**config.mk**
```make
export PLATFORM = sky130hd
export DESIGN_NAME = vga_capture
export DESIGN_NICKNAME = d
export VERILOG_FILES = /design/src/rtl/vga_capture.sv
export SDC_FILE = /design/constraint.sdc
export NUM_CORES = 1
export LEC_CHECK = 0
export ABC_AREA = 1
export BUFFER_PORTS_ARGS = -buffer_cell sky130_fd_sc_hd__buf_2
export CORE_ASPECT_RATIO = 1.75
export CORE_UTILIZATION = 45
export CTS_BUF_LIST = sky130_fd_sc_hd__clkbuf_8
export CTS_CLUSTER_SIZE = 16
export DETAILED_ROUTE_END_ITERATION = 7
export SETUP_SLACK_MARGIN = 0.4
export SLEW_MARGIN = 20
export SYNTH_ARGS = -nofsm -noshare
export SYNTH_HDL_FRONTEND = slang
export SYNTH_SLANG_ARGS = --single-unit
export TNS_END_PERCENT = 100
```
**constraint.sdc**
```tcl
create_clock -name clk -period 7.17 [get_ports clk]
set_input_delay 0.3585 -clock clk [delete_from_list [all_inputs] [get_ports clk]]
set_output_delay 0.3585 -clock clk [all_outputs]
set_load 0.05 [all_outputs]
```
**src/rtl/vga_capture.sv**
```systemverilog
// Single-shot RGB444 frame grabber: arms on request, waits for a fresh frame
// boundary, then writes one frame linearly (y*WIDTH + x) into the frame buffer.
module vga_capture #(
    parameter int   WIDTH     = 640,
    parameter int   HEIGHT    = 480,
    parameter int   ADDR_W    = 19,
    parameter logic VS_ACTIVE = 1'b1
) (
    input  logic              clk,
    input  logic              rst,
    input  logic              pix_en_i,
    input  logic              vsync_i,
    input  logic              hsync_i,
    input  logic              de_i,
    input  logic [3:0]        red_i,
    input  logic [3:0]        green_i,
    input  logic [3:0]        blue_i,
    input  logic              start_i,
    output logic              wr_en_o,
    output logic [ADDR_W-1:0] wr_addr_o,
    output logic [11:0]       wr_data_o,
    output logic              busy_o,
    output logic              frame_done_o,
    output logic              line_err_o,
    output logic              frame_err_o,
    output logic [9:0]        lines_o
);

    localparam int XW = $clog2(WIDTH + 1);
    localparam int YW = $clog2(HEIGHT + 1);

    typedef enum logic [2:0] {S_IDLE, S_ARM, S_SYNC, S_ACTIVE, S_DONE} state_t;

    state_t            state_q, state_d;
    logic [XW-1:0]     x_q, x_d;
    logic [YW-1:0]     y_q, y_d, y_inc;
    logic [ADDR_W-1:0] addr_q, addr_d;
    logic              de_prev_q, de_prev_d;
    logic              vs_prev_q, vs_prev_d;
    logic              wr_en_q, wr_en_d;
    logic [ADDR_W-1:0] wr_addr_q, wr_addr_d;
    logic [11:0]       wr_data_q, wr_data_d;
    logic              line_err_q, line_err_d;
    logic              frame_err_q, frame_err_d;
    logic [9:0]        lines_q, lines_d;
    logic              vs_now, vs_rise, vs_fall, de_fall;
    logic              unused_hsync;

    assign unused_hsync = hsync_i;

    // Sync history is kept as "asserted" regardless of polarity; edges only count on strobes.
    assign vs_now  = (vsync_i == VS_ACTIVE);
    assign vs_rise = pix_en_i & vs_now & ~vs_prev_q;
    assign vs_fall = pix_en_i & ~vs_now & vs_prev_q;
    assign de_fall = pix_en_i & ~de_i & de_prev_q;
    assign y_inc   = y_q + YW'(1);

    always_comb begin
        state_d     = state_q;
        x_d         = x_q;
        y_d         = y_q;
        addr_d      = addr_q;
        de_prev_d   = pix_en_i ? de_i : de_prev_q;
        vs_prev_d   = pix_en_i ? vs_now : vs_prev_q;
        wr_en_d     = 1'b0;
        wr_addr_d   = wr_addr_q;
        wr_data_d   = wr_data_q;
        line_err_d  = line_err_q;
        frame_err_d = frame_err_q;
        lines_d     = lines_q;

        case (state_q)
            S_IDLE: begin
                if (start_i) begin
                    line_err_d  = 1'b0;
                    frame_err_d = 1'b0;
                    lines_d     = '0;
                    state_d     = S_ARM;
                end
            end
            S_ARM: begin
                if (vs_rise) state_d = S_ARM == S_ARM ? S_SYNC : S_ARM;
            end
            S_SYNC: begin
                if (vs_fall) begin
                    x_d     = '0;
                    y_d     = '0;
                    addr_d  = '0;
                    state_d = S_ACTIVE;
                end
            end
            S_ACTIVE: begin
                if (pix_en_i && de_i) begin
                    if (x_q < XW'(WIDTH)) begin
                        wr_en_d   = 1'b1;
                        wr_addr_d = addr_q;
                        wr_data_d = {red_i, green_i, blue_i};
                        x_d       = x_q + XW'(1);
                        addr_d    = addr_q + ADDR_W'(1);
                    end else begin
                        line_err_d = 1'b1;
                    end
                end
                // A short line skips the unwritten tail so the next line starts on its row.
                if (de_fall) begin
                    if (x_q != XW'(WIDTH)) line_err_d = 1'b1;
                    if (x_q < XW'(WIDTH)) addr_d = addr_q + ADDR_W'(WIDTH) - ADDR_W'(x_q);
                    x_d     = '0;
                    y_d     = y_inc;
                    lines_d = 10'(y_inc);
                    if (y_inc == YW'(HEIGHT)) state_d = S_DONE;
                end
                if (vs_rise && state_d != S_DONE) begin
                    frame_err_d = 1'b1;
                    state_d     = S_DONE;
                end
            end
            S_DONE: begin
                state_d = S_IDLE;
            end
            default: begin
                state_d = S_IDLE;
            end
        endcase
    end

    always_ff @(posedge clk or posedge rst) begin
        if (rst) begin
            state_q     <= S_IDLE;
            x_q         <= '0;
            y_q         <= '0;
            addr_q      <= '0;
            de_prev_q   <= 1'b0;
            vs_prev_q   <= 1'b0;
            wr_en_q     <= 1'b0;
            wr_addr_q   <= '0;
            wr_data_q   <= '0;
            line_err_q  <= 1'b0;
            frame_err_q <= 1'b0;
            lines_q     <= '0;
        end else begin
            state_q     <= state_d;
            x_q         <= x_d;
            y_q         <= y_d;
            addr_q      <= addr_d;
            de_prev_q   <= de_prev_d;
            vs_prev_q   <= vs_prev_d;
            wr_en_q     <= wr_en_d;
            wr_addr_q   <= wr_addr_d;
            wr_data_q   <= wr_data_d;
            line_err_q  <= line_err_d;
            frame_err_q <= frame_err_d;
            lines_q     <= lines_d;
        end
    end

    assign wr_en_o      = wr_en_q;
    assign wr_addr_o    = wr_addr_q;
    assign wr_data_o    = wr_data_q;
    assign busy_o       = (state_q == S_ARM) || (state_q == S_SYNC) || (state_q == S_ACTIVE);
    assign frame_done_o = (state_q == S_DONE);
    assign line_err_o   = line_err_q;
    assign frame_err_o  = frame_err_q;
    assign lines_o      = lines_q;

endmodule

```
==> out/summary.log <==
[synthesis] Cells after Synth 798
[floorplan] overall die area 13100 sq um
[placed_design] Placed Instance Area 6140 sq um
[floorplan] row count 53
[global_routing] GR Layer Usage met1 25.0%
[global_routing] met2 Use GR 46.7%
[routing] number of vias in the routed layout 5314
[synthesis] #FFs+latches synth 86
[routing] detailed-route wire length 15.2 mm
[synthesis] syn_nets 856
[power_and_ir_drop] total power density per cell area 516 nW/um^2
[timing] fin. max-slew vios 0
[routing] Post-route DRC 0
[critical_path] slowest cell delay on critical path 0.42 ns
[synthesis] cell area after synthesis 5680 sq um
[synthesis] share of synthesized registers carrying an async set or reset 100%
[clocking] Clock transition at path regs 0.11 ns
[global_routing] global-route met3 utilization 2.52%
[timing] relative slew slack 46.9%
[timing] final number of hold-violating endpoints 0
[floorplan] Core Box Area 12100 sq um
[synthesis] top cell type's share of synthesized area 37.9%
[timing] TNS Setup 0 ns
[global_routing] maximum number of pins on one net before global-route repair 87
[placed_design] number of cells after detailed placement 1013
[critical_path] kind of critical path flop to flop
[timing] Slew @ Worst Pin 0.797 ns
[cells_and_area] nets@finish 917
[synthesis] Seq/Total Area, Yosys 37.9%
[critical_path] nature of the critical path endpoint flop
[floorplan] chip width 86.9 microns
[critical_path] chain of cells forming the critical path inv_1, ha_1, inv_1, ha_1, inv_1, fa_1, nand3b_1, nand2_1, nand2_1, nand2_1, nand2_1, nand3_1, nand2_1, nor2_1, nor2_1, nor2_1, nor2_1
[global_routing] busiest grt layer met2
[global_routing] antenna violations before repair 0
[floorplan] Die Y-Extent 151 microns
[clocking] number of clock sinks seen by CTS 86
[critical_path] CP dominant cell by count sky130_fd_sc_hd__nand2_1
[timing] Finish-stage setup viols 0
[worst_hold_path] kind of path behind the tightest hold check primary input to flop
[global_routing] via count of the first global-routing pass 5125
[placed_design] quantity of I/O buffers inserted on ports 62
[cells_and_area] post-route cell area 6340 sq um
[clocking] Post-CTS Setup Bufs 0
[clocking] total clock buffers created by CTS 9
[synthesis] Post-synth top flop sky130_fd_sc_hd__dfrtp_1
[global_routing] global-route usage over all layers 24.7%
[clocking] clk root buf sky130_fd_sc_hd__clkbuf_8
[timing] upper clock frequency limit 362 MHz
[routing] ratio of routed vias to standard cells 5.16
[cells_and_area] area added between synthesis and finish 11.7%
[synthesis] Synth cell types 43
[synthesis] number of warnings issued by yosys 0
[clocking] TritonCTS clock tree built
[floorplan] starting density of the core 46.8%
[clocking] # H-tree levels 3
[timing] unrepaired setup endpoints after global routing no
[synthesis] library cell occupying the most area in the post-synthesis netlist sky130_fd_sc_hd__dfrtp_1
[run] reported max-cap violation count 0
[timing] final critical delay including setup and external delays 2.76 ns
[worst_hold_path] worst hold path cell count 3
[global_routing] GRT overflow 0
[critical_path] Crit path arrival time 3.03 ns
[floorplan] count of pins on the block boundary 65
[placed_design] HPWL Detailed 11.8 mm
[synthesis] EDFF count, synth 0
[cells_and_area] antenna diode count 0
[critical_path] cell at the slowest stage of the critical path sky130_fd_sc_hd__dfrtp_1
[critical_path] Worst Path Max Fanout 5
[cells_and_area] non-filler cells in the finished layout 1029
[cells_and_area] share of final-layout standard cells stronger than drive strength 1 12.8%
[timing] WHS 0.171 ns
[clocking] worst-skew pair later-pin latency 0.38 ns
[timing] final setup skew 0.0170 ns
[critical_path] Worst R2R Setup Slack 4.41 ns
[power_and_ir_drop] leak pwr 0.00338 uW
[critical_path] data required time at the worst endpoint 7.44 ns
[routing] initial drt markers 217
[run_status] run status finished clean
[placed_design] gpl congestion 0.916
[clocking] Resized cells post-CTS 0
[power_and_ir_drop] worst voltage drop across the vdd grid 0.000223 V
[clocking] Bufs on Longest Clock Path 2
[global_routing] global-route wire length before repair 24.6 mm
[synthesis] main area contributors after synthesis sky130_fd_sc_hd__dfrtp_1 38%, sky130_fd_sc_hd__nand2_1 16%, sky130_fd_sc_hd__ha_1 8.4%
[timing] final worst-path cycle share 38.5%
[synthesis] synthesized area divided by synthesized cell count 7.11 sq um
[routing] Routed wire per std cell 14.8 microns
[routing] remaining antenna violation count 0
[critical_path] startpoint type of the worst setup path flop
[routing] 1st-pass router iterations 4
[clocking] CTS hold repair buffers 0
[critical_path] worst r2r path cells 17
==> kinds of logic (layout without fill, tap and decap cells) <==
logic type               after synthesis  in the layout  share of synthesized area (%)
AO/OA/AOI/OAI                        127            127                           12.1
XOR/XNOR                              11             11                           1.70
adder cells (fa/ha/maj)               39             39                           8.73
buffers and inverters                136            202                           9.15
flip-flops                            86             86                           37.9
other                                  1              1                         0.0661
AND/OR/NAND/NOR                      398            398                           30.3
==> worst max-delay path, delay by kind of cell, from the launching register on <==
family	cells	cell delay [ns]
buffers and inverters	3	0.25
adders and majority gates	3	0.80
DFF	1	0.42
and+or+nand+nor	11	1.18
==> path summary, 6_finish.rpt <==
kind                                          start                  endpoint
min in group asynchronous                       rst    lines_o[2]$_DFFE_PP0P_
max in group asynchronous                       rst        x_q[5]$_DFFE_PP0P_
min reg2reg                wr_data_o[8]$_DFFE_PP0P_  wr_data_o[8]$_DFFE_PP0P_
min                                        red_i[0]  wr_data_o[8]$_DFFE_PP0P_
max                           addr_q[0]$_DFFE_PP0P_    addr_q[15]$_DFFE_PP0P_
max reg2reg                   addr_q[0]$_DFFE_PP0P_    addr_q[15]$_DFFE_PP0P_
==> sequential cells by signal, summed over array words and instances, names as in the netlist, 3 cells and up <==
register,cells
addr_q,19
lines_o,9
state_q,3
wr_addr_o,19
wr_data_o,12
x_q,10
y_q,9
==> synth_stat cells, types with 6 or more instances <==
master	n
sky130_fd_sc_hd__nand2_1	240
sky130_fd_sc_hd__nor2_1	59
sky130_fd_sc_hd__xor2_1	10
sky130_fd_sc_hd__clkbuf_1	7
sky130_fd_sc_hd__or2_2	6
sky130_fd_sc_hd__inv_2	10
sky130_fd_sc_hd__a21oi_1	45
sky130_fd_sc_hd__ha_1	38
sky130_fd_sc_hd__nand4_1	15
sky130_fd_sc_hd__o21ai_0	57
sky130_fd_sc_hd__inv_1	112
sky130_fd_sc_hd__dfrtp_1	86
sky130_fd_sc_hd__nand3_1	49
sky130_fd_sc_hd__nor3_1	8
==> report_power, final <==
part	switching (uW)	internal (uW)
registers	177	671
clock network	207	134
logic	1430	647
total	1820	1450
==> metrics by stage <==
| step | utilization [%] | power (uW) | setup WS, ns |
|---|---|---|---|
| finish | 52.2 | 3270 | 4.41 |
| global route | 52.2 | 3580 | 4.17 |
| CTS | 52.2 | 3290 | 4.42 |
| detailed placement | 50.6 | 2940 | 4.44 |
| global placement | 50.6 | 2900 | 4.45 |
| floorplan | - | 2410 | 4.59 |
==> area by class of cell <==
cell class                      count  area (sq um)
Multi-Input combinational cell    576          3010
Clock inverter                      7          66.3
Inverter                          123           463
Sequential cell                    86          2150
Timing Repair Buffer               63           322
Fill cell                        1255          5800
Clock buffer                        9           124
Tap cell                          165           206
==> layout by cell type (no fill, tap or decap), drive strengths merged, types with 4 or more instances in the layout <==
cell type  synthesis  layout
or2                6       6
clkbuf             7       9
nor3               9       9
a21oi             45      45
nand3             50      50
ha                38      38
buf                6      63
nor2              68      68
dfrtp             86      86
o21ai             63      63
nand4             15      15
a31oi              4       4
nand2            243     243
clkinv             1       4
nand3b             4       4
xor2              10      10
inv              122     125
==> routing by layer <==
layer | part of all wire, % | vias to the layer above
met1 | 38 | 2483
met5 | 0 | -
met4 | 5.9 | 0
met2 | 54 | 105
li1 | - | 2680
met3 | 2.1 | 46
No activity file was read; power rests on OpenSTA's default activity.
